## src/rtl/sixteen_one_to_thirty_two_demux.sv

```systemverilog
// rtl/sixteen_one_to_thirty_two_demux.sv - registered 1-to-32 word distributor with per-lane valid/ack
module sixteen_one_to_thirty_two_demux #(
    parameter int WIDTH = 16,
    parameter int SEL_W = 5,
    parameter int LANES = 32
) (
    input  logic                     clk,
    input  logic                     rst,
    input  logic [WIDTH-1:0]         din,
    input  logic [SEL_W-1:0]         s,
    input  logic                     auto_mode,
    input  logic                     in_valid,
    output logic                     in_ready,
    input  logic [LANES-1:0]         lane_ack,
    output logic [LANES*WIDTH-1:0]   q,
    output logic [LANES-1:0]         lane_valid,
    output logic [SEL_W-1:0]         next_sel,
    output logic                     full
);

    logic [WIDTH-1:0] lane_q [LANES];
    logic [WIDTH-1:0] lane_d [LANES];
    logic [LANES-1:0] lane_valid_q;
    logic [LANES-1:0] lane_valid_d;
    logic [SEL_W-1:0] ptr_q;
    logic [SEL_W-1:0] ptr_d;
    logic             full_q;
    logic             full_d;
    logic [SEL_W-1:0] tgt;
    logic             wr_en;

    // Target lane and acceptance: a lane only takes a word while it is empty
    always_comb begin
        tgt      = auto_mode ? ptr_q : s;
        in_ready = ~lane_valid_q[tgt];
        wr_en    = in_valid & in_ready;
    end

    // Next state: acks clear flags first, then an accepted write sets its lane (write wins)
    always_comb begin
        lane_d       = lane_q;
        lane_valid_d = lane_valid_q & ~lane_ack;
        ptr_d        = ptr_q;
        if (wr_en) begin
            lane_d[tgt]       = din;
            lane_valid_d[tgt] = 1'b1;
            if (auto_mode) begin
                ptr_d = ptr_q + SEL_W'(1);
            end
        end
        full_d = &lane_valid_d;
    end

    // State registers; reset discards everything, including a write on the same edge
    always_ff @(posedge clk) begin
        if (rst) begin
            for (int i = 0; i < LANES; i++) begin
                lane_q[i] <= '0;
            end
            lane_valid_q <= '0;
            ptr_q        <= '0;
            full_q       <= 1'b0;
        end else begin
            lane_q       <= lane_d;
            lane_valid_q <= lane_valid_d;
            ptr_q        <= ptr_d;
            full_q       <= full_d;
        end
    end

    // Flatten lanes onto the output bus, lane i at bits [i*WIDTH +: WIDTH]
    for (genvar g = 0; g < LANES; g++) begin : g_lane_out
        assign q[g*WIDTH +: WIDTH] = lane_q[g];
    end

    assign lane_valid = lane_valid_q;
    assign next_sel   = ptr_q;
    assign full       = full_q;

endmodule

```

## config.mk

```make
export PLATFORM = sky130hd
export DESIGN_NAME = sixteen_one_to_thirty_two_demux
export DESIGN_NICKNAME = d
export VERILOG_FILES = /design/src/rtl/sixteen_one_to_thirty_two_demux.sv
export SDC_FILE = /design/constraint.sdc
export NUM_CORES = 1
export LEC_CHECK = 0
export ABC_CLOCK_PERIOD_IN_PS = 5300
export CAP_MARGIN = 20
export CORE_AREA = 3 3 235 237
export CTS_BUF_LIST = sky130_fd_sc_hd__clkbuf_4 sky130_fd_sc_hd__clkbuf_8 sky130_fd_sc_hd__clkbuf_16
export DETAILED_ROUTE_END_ITERATION = 10
export DIE_AREA = 0 0 238 240
export DONT_BUFFER_PORTS = 1
export REMOVE_ABC_BUFFERS = 1
export SETUP_SLACK_MARGIN = 0.15
export SLEW_MARGIN = 0
export SYNTH_ARGS = -nofsm -noshare
export SYNTH_HDL_FRONTEND = slang
export SYNTH_SLANG_ARGS = --single-unit
```

## constraint.sdc

```tcl
create_clock -name clk -period 5.3 [get_ports clk]
set_input_delay 0.265 -clock clk [delete_from_list [all_inputs] [get_ports clk]]
set_output_delay 0.265 -clock clk [all_outputs]
set_load 0.05 [all_outputs]
```

Word level (Yosys, flattened, before mapping)
Index checks and enable logic that the tools add are counted. Widths: inputs -> output; s select.

Bits in registers: 550. Latch bits: 0. RAM bits: 0. ROM bits: 0. Input port bits: 57. Output and inout port bits: 551. Word-level logic and storage cells: 59. Memories kept: 0.

$add $sub $neg: 1. Multipliers: 0. Divide/modulo/power cells: 0. Magnitude comparators: 4. Equality and inequality tests: 0. Shift operators: 0. Multiplexer cells: 9. Bitwise gates (word level): 6. Reduce and logical (&&, ||, !) cells: 4.

Operators with widths (count): $bwmux 512 (1); $demux 16 s5 (1); $and 32x32->32 (1); $mux 32 (1); $not 32->32 (1); $or 32x32->32 (1); $reduce_and 32->1 (1); $mux 16 (1); $ge 6x6->1 const B (1); $lt 5x6->1 const B (1); $lt 6x1->1 const B (1); $not 5->6 (1); $add 5x1->5 const B (1); $bmux 1 s5 (1); $demux 1 s5 (1); $ge 5x1->1 const B (1); $mux 5 (1); $logic_and 1x1->1 (2); $mux 1 (2); $reduce_and 2->1 (1); $and 1x1->1 (1); $not 1->1 (1).

Depth between registers and ports, before layout
Word-level depth: 8. Mapped depth: 14. Depth with buffers taken out: 9.

Worst setup path after synthesis
No wires, ideal clock.

Path kind: flip-flop to flip-flop. Start: register ptr_q[0], in the netlist next_sel[0]. End: register full_q, in the netlist full. Setup time: 0.061 ns. Arrival time: 3.602 ns. Required time: 5.239 ns. Path slack: 1.637 ns. Stages on the path, launching flop included: 13. Path buffers: 3. Clock period less this slack: 3.663 ns. Path through: dfxtp_1 clkbuf_1 mux2i_1 mux4_2 a22o_1 or3_4 buf_6 or3_1 buf_2 a22oi_2 o221ai_1 nor4_1 and4_1.

Cells in the longest elaborated chain, start to end: 8. Elaborated cells between the ends (all ways): 13. Those cells by class: order compare: 2; mux: 6; bitwise: 3; reduce/logical: 2.

RTL lines: start, declared (line 25) `logic [SEL_W-1:0] ptr_q;`; start signal, assigned (line 66) `ptr_q <= ptr_d;`; $mux 5 * (line 34) `tgt = auto_mode ? ptr_q : s;`; $lt 5x6->1 (not written as such) or $ge 5x1->1 (tied branches) (line 46) `lane_valid_d[tgt] = 1'b1;`; $logic_and 1x1->1 (not written as such) (line 46); $mux 1 (not written as such) (line 46); $demux 1 s5 (line 46); $or 32x32->32 (no line); $mux 32 * (line 44) `if (wr_en) begin`; $reduce_and 32->1 * (line 51) `full_d = &lane_valid_d;`; end signal, assigned (line 67) `full_q <= full_d;`; end, declared (line 27) `logic full_q;`.

Mark *: on every way between the ends. The rest lies on a longest branch, timed or not. The select of a mux whose other input is x is not followed. A chain may end at the register's enable or synchronous reset.

Worst setup path in the final report
Start: register ptr_q[0], in the netlist next_sel[0]. End: register lane_q, in the netlist q[319].

Cells in the longest elaborated chain, start to end: 7. Elaborated cells between the ends (all ways): 12. Those cells by class: order compare: 2; mux: 6; bitwise: 3; reduce/logical: 1.

RTL lines: $mux 5 * (line 34); $not 5->6 (not written as such) (line 45) `lane_d[tgt] = din;`; $ge 6x6->1 (not written as such) or $lt 6x1->1 (tied branches) (line 45); $logic_and 1x1->1 (not written as such) (line 45); $mux 16 (not written as such) (line 45); $demux 16 s5 (line 45); $bwmux 512 (line 45); end signal, assigned (line 64) `lane_q <= lane_d;`; end, declared (line 21) `logic [WIDTH-1:0] lane_q [LANES];`.

Marks and branches as above.

==> flow_summary_export.csv <==
group,metric,value,unit
sta,relSlewSlack,0.147,
critical_path,r2r_slack,0.48,ns
floorplan,coreArea,53500,µm²
floorplan,dieArea,57100,µm²
cts,cts-resized-gates,0,
synth,yosysWarnings,0,
drt,antenna_left,0,
drt,drt_iter0_drc,1420,
critical_path,critPathBufInv,2,
drt,num_vias,18724,
critical_path,worstPathMaxFanout,20,
synth,netlist_area,20100,µm²
sta,clock_skew,0.0243,ns
sta,finalCritPeriodShare,0.909,
drt,dr.pass1.iters,6,
layout,area_growth,29.5,%
cts,ctsLongestPathBuffers,3,
critical_path,r2r_start,"next_sel[0]",
critical_path,worst_path_max_delay_cell,"mux2i_1",
sta,max_freq,0.208,GHz
critical_path,cp-end-kind,"flop",
layout,seq_area,11000,µm²
sta,min_period,4.82,ns
cts,h-tree-depth,2,
synth,synth_edf_count,0,
synth,synth.area.top_cells,"dfxtp_1, nand2_1, a21oi_1",
floorplan,start_util,0.375,
global_routing,grt_overflow,0,
critical_path,r2r_end,"q[319]",
cts,cts_root_buf,"clkbuf_16",
sta,whs,0.0398,ns
global_routing,antenna_found_initial,10,
sta,setup_viol,0,
sta,hold_violations,0,
placed_design,io_buffer_count,0,
cts,cts.clk_slew.worst_paths,0.06,ns
cts,insertion_delay,0.62,ns
global_routing,grt_pass1_vias,18030,
critical_path,path_cells,"mux2i_1 -> mux4_2 -> a22o_1 -> nor3_2 -> nand3_2 -> buf_4 -> nor2_1 -> nand3_1 -> nand2_1 -> a21oi_1 -> dlygate4sd3_1",
global_routing,grt_pass1_wl,121,mm
critical_path,critical_path.top_delay_family,"simple AND/OR/NAND/NOR gates",
run_status,status,"complete, no violations",
drt,wire_per_inst,25.1,µm
floorplan,ioPinCount,608,
critical_path,cp-start-kind,"flop",
drt,routed_wl,85.1,mm
sta,drv_slew,0,
worst_hold_path,hold_path.class,"input pin to flop",
critical_path,cp.depth,11,
floorplan,num_rows,85,
layout,final_nets,2702,
cts,cts_tree,"built",
synth,synthArstFlopShare,0,
layout,finalNonFillerCells,3391,
critical_path,cp-startpoint,"next_sel[0]",
synth,yosysTopAreaCell,"dfxtp_1",
placed_design,dp_hpwl,50.0,mm
sta,rsz0062_at_grt,"false",
placed_design,pre_cts_slack,0.901,ns
placed_design,place.gp.congestion,0.922,
floorplan,fp.dieH,240,µm
power,power_density,348,nW/µm²
drt,via_per_inst,5.52,
critical_path,crit_path_max_incr_delay,0.71,ns
global_routing,grt.total_usage,0.281,
layout,nFillCells,4918,
synth,ys_types,59,
cts,clock-sinks,550,
power,power.leakage,0.00969,µW
layout,drive_above_1_share,0.0747,
power,peakVddDrop,281,µV
cts,cts_made_buffers,58,
sta,tightest_slew,1.28,ns
synth,synth.avg_cell_area,8.27,µm²
critical_path,path_class,"flop to flop",
sta,fin_tns_setup,0,ns
critical_path,crit_arrival,5.30,ns
placed_design,dp_cells,2958,
global_routing,grt_max_degree,293,
sta,setup_slack,0.485,ns
critical_path,r2r.worst_path.cells,11,
synth,synth-seq-cells,550,
synth,ys.flop_type,"dfxtp_1",
layout,multi_input_area,8270,µm²
synth,ys_seq_area_frac,0.549,
synth,yosysTopAreaCellShare,0.549,
synth,syn_inst,2424,
critical_path,setup.worst_path.end,"q[319]",
critical_path,worstPathRequired,5.79,ns
drt,route.detailed.drc,0,
job,cap_violations,0,
floorplan,die_width,238,µm
## worst min-delay path, cell delays in order
cell     delay [ns]
buf_12         0.16
nand2_1        0.09
a21oi_1        0.05
## per-layer routing
| metal | global-route usage | up-vias | wire, µm |
|---|---|---|---|
| met1 | 0.329 | 9015 | 31500 |
| met3 | 0.0992 | 245 | 9600 |
| li1 | - | 8377 | - |
| met4 | 0.131 | 10 | 4280 |
| met5 | 0 | - | 71 |
| met2 | 0.464 | 1077 | 39700 |
## registers in the layout, indices dropped and copies added (netlist names)
signal      count
full            1
lane_valid     32
next_sel        5
q             512
## layout by cell type (no fill, tap or decap), types with 9 or more instances in the layout
cell | synthesis | final
o21ai_0 | 14 | 14
nand2_1 | 814 | 814
nor2b_1 | 12 | 12
nor3_2 | 10 | 15
or3_1 | 12 | 12
clkbuf_8 | 0 | 18
buf_12 | 0 | 9
inv_1 | 10 | 10
buf_4 | 0 | 31
clkbuf_16 | 0 | 61
a21oi_1 | 424 | 424
nand2b_1 | 22 | 22
nor2_1 | 142 | 141
mux2i_1 | 119 | 119
dlygate4sd3_1 | 0 | 302
dfxtp_1 | 550 | 550
## logic make-up (layout without fill, tap and decap cells)
kind of cell             after synthesis  count (layout)  synth area share
buffers and inverters                203             471            0.0399
flip-flops                           550             550             0.549
AO/OA/AOI/OAI                        478             478             0.126
adder cells (fa/ha/maj)                1               1          0.000624
multiplexers                         126             126            0.0663
XOR/XNOR                               4               4           0.00175
other                                  0               3                 0
AND/OR/NAND/NOR                     1062            1062             0.216
## worst min path at each step
stage / slack (ns) / startpoint / end / depth (start not counted)
2_1_floorplan: 0.33 / rst / lane_valid[10] / 1
3_3_place_gp: 0.38 / rst / q[246] / 1
3_5_place_dp: 0.37 / rst / q[402] / 1
4_1_cts: 0.003 / din[1] / q[481] / 3
5_1_grt: 0.02 / din[9] / q[489] / 3
6_report: 0.04 / din[7] / q[503] / 3
## per-stage QoR
| step | cell area, µm² | utilization | power [µW] |
|---|---|---|---|
| after global placement | 20400 | 0.382 | 4530 |
| after floorplan | 19300 | - | 4480 |
| after CTS | 25900 | 0.485 | 9070 |
| after global routing | 26000 | 0.485 | 9270 |
| after detailed placement | 20400 | 0.382 | 4530 |
| final | 26000 | 0.486 | 9030 |
## Yosys cell counts (3+ instances only)
| master | number |
|---|---|
| nand2_1 | 814 |
| dfxtp_1 | 550 |
| a21oi_1 | 424 |
| clkbuf_1 | 173 |
| nor2_1 | 142 |
| mux2i_1 | 119 |
| nand2b_1 | 22 |
| buf_2 | 17 |
| o21ai_0 | 14 |
| nor2b_1 | 12 |
| or3_1 | 12 |
| inv_1 | 10 |
| nor3_1 | 10 |
| nor3_2 | 10 |
| o21ba_2 | 7 |
| nand3_1 | 6 |
| mux4_2 | 5 |
| nor3b_1 | 5 |
| or2_2 | 5 |
| a22o_1 | 4 |
| and2_1 | 3 |
| and3b_1 | 3 |
| and4_1 | 3 |
| o2111ai_1 | 3 |
| o21ai_1 | 3 |
| xnor2_1 | 3 |
## report_power, final
part | leakage [µW] | switching (µW) | internal, µW | total [µW]
registers | 0.00443 | 133 | 4160 | 4300
logic | 0.00422 | 249 | 117 | 367
clock network | 0.00104 | 1730 | 2640 | 4370
total | 0.00969 | 2120 | 6920 | 9030
## layout make-up
class	count	share of cell area
Timing Repair Buffer	353	0.142
Antenna cell	3	0.000289
Clock buffer	87	0.0706
Tap cell	696	0.0335
Inverter	10	0.00145
Clock inverter	21	0.00997
Sequential cell	550	0.424
Multi-Input combinational cell	1671	0.318
## what timing repair did
| item | in CTS | in global routing |
|---|---|---|
| buffers inserted | 0 | 0 |
| hold buffers | 319 | 0 |
| hold endpoints to repair | 549 | 0 |
| endpoints found under the setup margin | 0 | 0 |
Note: power is estimated with default switching activity, not from simulation.
